### src/rtl/fetch_queue.sv
// fetch_queue: MIPS fetch front end that owns the PC, drives a 1-cycle instruction memory and buffers results.
// Optional macro FQ_BYPASS_EN forwards a live response straight to decode when the FIFO is empty.
module fetch_queue #(
    parameter int          DEPTH    = 4,
    parameter int          AW       = 10,
    parameter logic [31:0] RESET_PC = 32'h0000_0000
) (
    input  logic                   clk,
    input  logic                   rst,
    input  logic                   redirect,
    input  logic [31:0]            redirect_pc,
    output logic [AW-1:0]          imem_addr,
    output logic                   imem_en,
    input  logic [31:0]            imem_rdata,
    output logic                   id_valid,
    input  logic                   id_ready,
    output logic [31:0]            id_instr,
    output logic [31:0]            id_pc4,
    output logic [$clog2(DEPTH):0] q_count
);
    localparam int PW = $clog2(DEPTH);
    localparam int CW = PW + 1;
    localparam int OW = CW + 1;
    localparam logic [OW-1:0] DEPTH_W = OW'(DEPTH);

    typedef struct packed {
        logic [31:0] instr;
        logic [31:0] pc4;
    } entry_t;

    entry_t        mem [DEPTH];
    entry_t        hold;
    entry_t        head_entry;
    entry_t        out_entry;
    logic [PW-1:0] head;
    logic [PW-1:0] tail;
    logic [CW-1:0] count;
    logic [31:0]   pc;
    logic [31:0]   inflight_pc4;
    logic          inflight;
    logic          kill;
    logic          live;
    logic          bypass;
    logic          pop;
    logic          fifo_pop;
    logic          push;
    logic          issue;
    logic [OW-1:0] occupancy;

    // A response is live unless a redirect discards it now or killed it earlier.
    assign live = inflight & ~kill & ~redirect;

`ifdef FQ_BYPASS_EN
    assign bypass = live & (count == '0);
`else
    assign bypass = 1'b0;
`endif

    assign head_entry = mem[head];

    // NOTE: every branch assigns out_entry, so no storage is inferred here.
    always_comb begin
        if (bypass)
            out_entry = {imem_rdata, inflight_pc4};
        else if (count != '0)
            out_entry = head_entry;
        else
            out_entry = hold;
    end

    assign id_valid  = bypass | (count != '0);
    assign id_instr  = out_entry.instr;
    assign id_pc4    = out_entry.pc4;
    assign q_count   = count;
    assign imem_addr = pc[AW+1:2];

    assign pop      = id_valid & id_ready;
    assign fifo_pop = pop & ~bypass;
    assign push     = live & ~(bypass & id_ready);

    // Slots committed after this edge; a pop this cycle frees its slot for a same-cycle issue.
    assign occupancy = {1'b0, count} + OW'(inflight) - OW'(pop);
    assign issue     = ~rst & ~redirect & (occupancy < DEPTH_W);
    assign imem_en   = issue;

    // NOTE: sequential state uses non-blocking assignments so all registers update from pre-edge values.
    always_ff @(posedge clk or posedge rst) begin
        if (rst) begin
            pc           <= RESET_PC;
            inflight     <= 1'b0;
            inflight_pc4 <= '0;
            kill         <= 1'b0;
            head         <= '0;
            tail         <= '0;
            count        <= '0;
            hold         <= '0;
        end else begin
            kill     <= redirect;
            inflight <= issue;
            if (issue)
                inflight_pc4 <= pc + 32'd4;

            if (redirect)
                pc <= redirect_pc & ~32'h3;
            else if (issue)
                pc <= pc + 32'd4;

            if (pop)
                hold <= out_entry;

            if (redirect) begin
                head  <= '0;
                tail  <= '0;
                count <= '0;
            end else begin
                if (push)
                    tail <= tail + PW'(1);
                if (fifo_pop)
                    head <= head + PW'(1);
                count <= count + CW'(push) - CW'(fifo_pop);
            end
        end
    end

    // NOTE: entry storage is not reset; head, tail and count alone decide which entries are meaningful.
    always_ff @(posedge clk) begin
        if (push)
            mem[tail] <= {imem_rdata, inflight_pc4};
    end

endmodule

### config.mk
export PLATFORM = sky130hd
export DESIGN_NAME = fetch_queue
export DESIGN_NICKNAME = d
export VERILOG_FILES = /design/src/rtl/fetch_queue.sv
export SDC_FILE = /design/constraint.sdc
export NUM_CORES = 1
export LEC_CHECK = 0
export ABC_AREA = 1
export CAP_MARGIN = 20
export CELL_PAD_IN_SITES_DETAIL_PLACEMENT = 0
export CELL_PAD_IN_SITES_GLOBAL_PLACEMENT = 2
export CORE_MARGIN = 8
export CORE_UTILIZATION = 34
export DETAILED_ROUTE_END_ITERATION = 12
export PLACE_DENSITY = 0.85
export SLEW_MARGIN = 20
export SYNTH_ARGS = -nofsm -noshare
export SYNTH_HDL_FRONTEND = slang
export SYNTH_SLANG_ARGS = --single-unit
### constraint.sdc
create_clock -name clk -period 4.95 [get_ports clk]
set_input_delay 1.485 -clock clk [delete_from_list [all_inputs] [get_ports clk]]
set_output_delay 1.485 -clock clk [all_outputs]
set_load 0.01 [all_outputs]
==> impl_metrics.env, run 1 <==
export IMPL_clockBufferDepth=3
export IMPL_portBuffers=144
export IMPL_syn_nets=1574
export IMPL_ys_types=25
export IMPL_final_cell_count_no_fill=2252
export IMPL_synth_xor_area_share_pct=1.47
export IMPL_antenna_found_initial=3
export IMPL_yosysMostFrequentCell="nand2_1"
export IMPL_synth_top_family_by_area="simple AND/OR/NAND/NOR gates"
export IMPL_slew_limit_headroom_pct=39.7
export IMPL_yosysTopAreaCellShare_pct=46.2
export IMPL_ctsHtreeMaxLevel=2
export IMPL_status="finished clean"
export IMPL_setup_tns_final_ps=0
export IMPL_cts_tree="built"
export IMPL_p_leak_uw=0.00762
export IMPL_fin_nets=1687
export IMPL_worstHoldPathType="flop to flop"
export IMPL_dieArea_sq_mm=0.0546
export IMPL_grt_pass1_vias=10900
export IMPL_cts_root_buf="clkbuf_16"
export IMPL_yosys_top_cells_area="edfxtp_1, dfrtp_1, nand2_1"
export IMPL_post_place_ws_ps=157
export IMPL_skew_ps=19.2
export IMPL_grt_use_total_pct=14.5
export IMPL_postRouteAntennaNets=0
export IMPL_yosys_register_bits=381
export IMPL_wirelength_mm=39.5
export IMPL_finalCritPeriodShare_pct=96.4
export IMPL_worst_ep_arrival_time_ps=3290
export IMPL_setup_violations=0
export IMPL_finalMaxSlewViolations=0
export IMPL_synthMuxAreaShare_pct=0
export IMPL_synthFlopType="edfxtp_1"
export IMPL_cp_required_ps=3460
export IMPL_cts_resized_gates=0
export IMPL_routedWlPerCell_microns=17.5
export IMPL_power_density_mw_per_mm2=583
export IMPL_grt_pass1_wl_mm=61.7
export IMPL_ys_warnings_count=0
export IMPL_cts_buffers=41
export IMPL_syn_area_sq_mm=0.0161
export IMPL_crit_path_start_kind="input port"
export IMPL_crit_path_max_fanout=3
export IMPL_final_seq_area_sq_mm=0.0108
export IMPL_grt_max_degree=126
export IMPL_setup_worst_path_class="input port to output port"
export IMPL_tightest_slew_ps=905
export IMPL_hold_buffers=0
export IMPL_avgViaCountPerCell=4.90
export IMPL_fmax_ghz=0.210
export IMPL_async_reset_ff_share_pct=34.9
export IMPL_synth_top_cell_by_area="edfxtp_1"
export IMPL_die_h_microns=234
export IMPL_place_gp_congestion=0.843
export IMPL_num_fill_cells=4477
export IMPL_drive_above_1_share_pct=6.88
export IMPL_vias=11000
export IMPL_ir_drop_mv=0.335
export IMPL_placed_area_sq_mm=0.0182
export IMPL_rows=79
export IMPL_route_detailed_drc=0
export IMPL_timing_final_crit_period_ps=4770
export IMPL_clock_sinks=381
export IMPL_post_cts_buffers=0
export IMPL_synth_edff_count=248
export IMPL_cap_violations=0
export IMPL_clk_pin_slew_ps=60
export IMPL_seq_area_frac_synth_pct=66.9
export IMPL_firstDrtPassIters=5
export IMPL_insertion_delay_ps=560
export IMPL_ios=147
export IMPL_grt_overflow_total=0
export IMPL_synthSimpleGateAreaFrac_pct=16.0
export IMPL_synth_compound_area_share_pct=10.9
export IMPL_setup_slack_ps=178
export IMPL_yosys_top_cells_count="nand2_1, edfxtp_1, o21ai_0"
export IMPL_syn_inst=1497
export IMPL_synth_area_per_cell_sq_um=10.8
export IMPL_end_kind="output port"
export IMPL_hold_viol=0
export IMPL_rsz0062_at_grt="false"
export IMPL_drtIter0Drc=834
export IMPL_dp_cells=2174
export IMPL_hpwlAfterDp_mm=24.8
export IMPL_start_util_pct=34.5
export IMPL_synth_adder_area_share_pct=0.745
export IMPL_multi_input_area_sq_mm=0.00473
export IMPL_core_area_sq_mm=0.0467
export IMPL_die_w_microns=234
export IMPL_final_area_sq_mm=0.0196
export IMPL_syn2layout_area_growth_pct=21.5
[routing by layer]
layer | track usage, % | vias to the layer above | share of wire, %
li1 | - | 5391 | -
met1 | 19.1 | 5335 | 46
met2 | 23.5 | 248 | 47
met3 | 3.30 | 52 | 5.8
met4 | 4.48 | 2 | 1.9
met5 | 0 | - | 0.028
[final timing paths]
kind                            start         end  slack [ps]  cells after the start
min                          hold[44]    hold[44]         480                      2
max in group asynchronous         rst  q_count[2]        2910                      3
max reg2reg                q_count[1]  q_count[2]        1870                     11
max                          id_ready     imem_en         180                     14
min in group asynchronous         rst  q_count[1]        1330                      2
min reg2reg                  hold[44]    hold[44]         480                      2
[worst max-delay path, cell delays in order]
cell and delay (ps):
clkdlybuf4s50_1 540, nand2_4 70, inv_1 70, nand2_1 50, ha_1 290, nand2_1 50
inv_1 50, nand4_1 110, nand3_1 90, nand2_1 50, nor2_1 100, nand2_2 70
inv_1 120, buf_12 130
[layout make-up]
type / instances / share of cell area (%)
antenna: 2 / 0.0256
clock buffer: 61 / 6.09
clock inverter: 15 / 1.18
inverter: 37 / 0.748
multi-input combinational: 979 / 24.2
sequential: 381 / 55.0
tap: 607 / 3.88
timing repair buffer: 170 / 8.86
[flip-flops by register name, summed over array words and instances, names as in the netlist]
signal and cells:
hold 64, tail 2, inflight 1, q_count 3, kill 1, mem 248
head 2, inflight_pc4 30, pc 30
[logic make-up after synthesis]
| logic type | after synthesis |
|---|---|
| fa+ha+maj | 9 |
| compound gates | 290 |
| buf+inv | 137 |
| flops | 381 |
| xor+xnor | 27 |
| simple gates | 653 |
[cell usage in the layout (no fill, tap or decap), types with 2 or more instances in the layout]
master,instances
nor3_1,14
bufinv_16,5
buf_4,19
nor2_4,4
nand3_1,40
xnor2_1,10
clkbuf_16,42
dfrtp_1,132
a32o_1,62
clkinv_2,6
nand2_2,12
inv_1,32
buf_12,8
ha_1,8
o21ai_1,21
o21ai_0,141
edfxtp_1,248
clkbuf_8,7
clkbuf_1,12
a21oi_1,66
nor2_1,41
clkinv_1,2
diode_2,2
clkdlybuf4s50_1,143
clkinvlp_4,4
nand4_1,5
nand2_1,535
xor2_1,17
[power by group]
part	internal (uW)	switching [uW]
registers	3920	368
logic	1690	2230
clock network	1940	1250
total	7550	3860
[metrics by stage]
stage	total power (uW)	hold WS (ps)	util (%)
3_3_place_gp	8280	466	38.9
2_1_floorplan	6480	453	-
6_report	11400	480	42.0
4_1_cts	11600	487	42.0
3_5_place_dp	8340	473	38.9
5_1_grt	12200	505	42.0
Power figures use the tool's default switching activity.
==> run 2, diff against run 1 <==
- CTS_CLUSTER_SIZE: not set -> 40
- MAX_ROUTING_LAYER: not set -> met4
==> impl_metrics.env, run 2 (synthesis gave the netlist of run 1 again) <==
export IMPL_core_area_sq_mm=0.0467
export IMPL_place_gp_congestion=0.819
export IMPL_crit_slowest_cell="clkdlybuf4s50_1"
export IMPL_clk_pin_slew_ps=60
export IMPL_crit_chain="clkdlybuf4s50_1, nand2_4, inv_1, nand2_1, ha_1, nand2_1, inv_1, nand4_1, nand3_1, nand2_1, nor2_1, nand2_2, inv_1, buf_12"
export IMPL_holdPathStages=2
export IMPL_num_fill_cells=4400
export IMPL_worstHoldPathType="flop to flop"
export IMPL_firstDrtPassIters=5
export IMPL_cp_num_buf_inv=5
export IMPL_rsz0062_at_grt="false"
export IMPL_rows=79
export IMPL_hpwlAfterDp_mm=24.3
export IMPL_grt_use_total_pct=14.7
export IMPL_cts_resized_gates=0
export IMPL_cp_required_ps=3460
export IMPL_end_kind="output port"
export IMPL_ctsHtreeMaxLevel=2
export IMPL_avgViaCountPerCell=4.88
export IMPL_slew_limit_headroom_pct=38.1
export IMPL_cts_tree="built"
export IMPL_tightest_slew_ps=928
export IMPL_final_area_sq_mm=0.0196
export IMPL_start_util_pct=34.5
export IMPL_crit_family="buffers and inverters"
export IMPL_ios=147
export IMPL_postRouteAntennaNets=0
export IMPL_p_seq_share_pct=37.3
export IMPL_portBuffers=144
export IMPL_largestRegisters="mem x248, hold x64"
export IMPL_fmax_ghz=0.210
export IMPL_ir_drop_mv=0.258
export IMPL_grt_overflow_total=0
export IMPL_final_cell_mix="nand2_1, edfxtp_1, clkdlybuf4s50_1"
export IMPL_final_util_pct=42.0
export IMPL_crit_path_start_kind="input port"
export IMPL_crit_path_max_fanout=3
export IMPL_drtIter0Drc=836
export IMPL_min_to="hold[15]"
export IMPL_setup_worst_path_class="input port to output port"
export IMPL_p_leak_uw=0.00764
export IMPL_finalCritPeriodShare_pct=96.0
export IMPL_crit_path_max_incr_delay_ps=530
export IMPL_net_switching_power_uw=3900
export IMPL_drive_above_1_share_pct=7.12
export IMPL_syn2layout_area_growth_pct=21.7
export IMPL_insertion_delay_ps=570
export IMPL_swShare_pct=33.9
export IMPL_top_register="mem"
export IMPL_timing_final_crit_period_ps=4750
export IMPL_cts_root_buf="clkbuf_16"
export IMPL_antenna_found_initial=1
export IMPL_cap_violations=0
export IMPL_regToRegSetupSlack_ps=1790
export IMPL_routedWlPerCell_microns=17.4
export IMPL_r2r_end="q_count[2]"
export IMPL_largest_register_ffs=248
export IMPL_p_int_uw=7600
export IMPL_die_h_microns=234
export IMPL_wirelength_mm=39.1
export IMPL_grt_max_degree=126
export IMPL_clock_sinks=381
export IMPL_worst_ep_arrival_time_ps=3270
export IMPL_post_cts_buffers=0
export IMPL_cts_buffers=43
export IMPL_grt_pass1_wl_mm=60.8
export IMPL_r2r_cells=11
export IMPL_placed_area_sq_mm=0.0181
export IMPL_die_w_microns=234
export IMPL_setup_violations=0
export IMPL_dieArea_sq_mm=0.0546
export IMPL_clockBufferDepth=3
export IMPL_hold_buffers=0
export IMPL_final_common_cell="nand2_1"
export IMPL_hold_viol=0
export IMPL_finalMaxSlewViolations=0
export IMPL_skew_ps=19.5
export IMPL_power_share_combinational_pct=33.8
export IMPL_route_detailed_drc=0
export IMPL_timing_rr_start="q_count[0]"
export IMPL_vias=11000
export IMPL_hp_start="hold[15]"
export IMPL_power_frac_clock_pct=28.9
export IMPL_fin_nets=1686
export IMPL_status="finished clean"
export IMPL_grt_pass1_vias=10800
export IMPL_power_density_mw_per_mm2=586
-- run 2: power by group through the flow --
stage	Combinational (uW)	Clock, uW	Sequential [uW]
2_1_floorplan	2240	0	4230
3_3_place_gp	3920	0	4330
3_5_place_dp	3960	0	4350
4_1_cts	3970	3420	4290
5_1_grt	4330	3530	4360
6_report	3880	3320	4290
-- run 2: worst max path at each step --
stage                     cells after the start     start  slack [ps]         end
after floorplan                               4  redirect        -390  mem[0][10]
after global placement                       14  id_ready         140     imem_en
after detailed placement                     14  id_ready         190     imem_en
after CTS                                    14  id_ready         180     imem_en
after global routing                         14  id_ready          20     imem_en
final                                        14  id_ready         200     imem_en
-- run 2: metrics by stage --
| step | std cells | hold slack, ps | setup TNS (ps) | worst slack, ps | total power (uW) |
|---|---|---|---|---|---|
| final | 2254 | 481 | 0 | 196 | 11500 |
| after CTS | 2251 | 487 | 0 | 180 | 11700 |
| after detailed placement | 2171 | 473 | 0 | 189 | 8310 |
| after global placement | 2171 | 466 | 0 | 142 | 8240 |
| after global routing | 2252 | 504 | 0 | 17.7 | 12200 |
| after floorplan | 1497 | 453 | -96970 | -391 | 6480 |
-- run 2: worst reg2reg max path, delay by kind of cell, from the launching register on --
| family | cells | cell delay (ps) |
|---|---|---|
| buffers and inverters | 3 | 1250 |
| adders and majority gates | 2 | 540 |
| DFF | 1 | 440 |
| and+or+nand+nor | 3 | 370 |
| xor gates and xnor gates | 1 | 230 |
| AOI/OAI and AO/OA | 2 | 230 |
-- run 2: layer usage --
| metal | GRT usage [%] | up-vias | share of wire [%] |
|---|---|---|---|
| met3 | 2.96 | 44 | 4.9 |
| met1 | 19.3 | 5319 | 47 |
| met2 | 23.2 | 239 | 47 |
| met5 | - | - | 0 |
| li1 | - | 5403 | - |
| met4 | 3.54 | 0 | 1.6 |
-- run 2: cell type report --
cell class | instances | area, sq um | share of cell area, %
Antenna cell | 3 | 7.51 | 0.0383
Clock buffer | 52 | 1120 | 5.71
Clock inverter | 28 | 383 | 1.95
Inverter | 37 | 146 | 0.746
Multi-Input combinational cell | 979 | 4730 | 24.1
Sequential cell | 381 | 10800 | 55.0
Tap cell | 607 | 759 | 3.87
Timing Repair Buffer | 167 | 1690 | 8.60
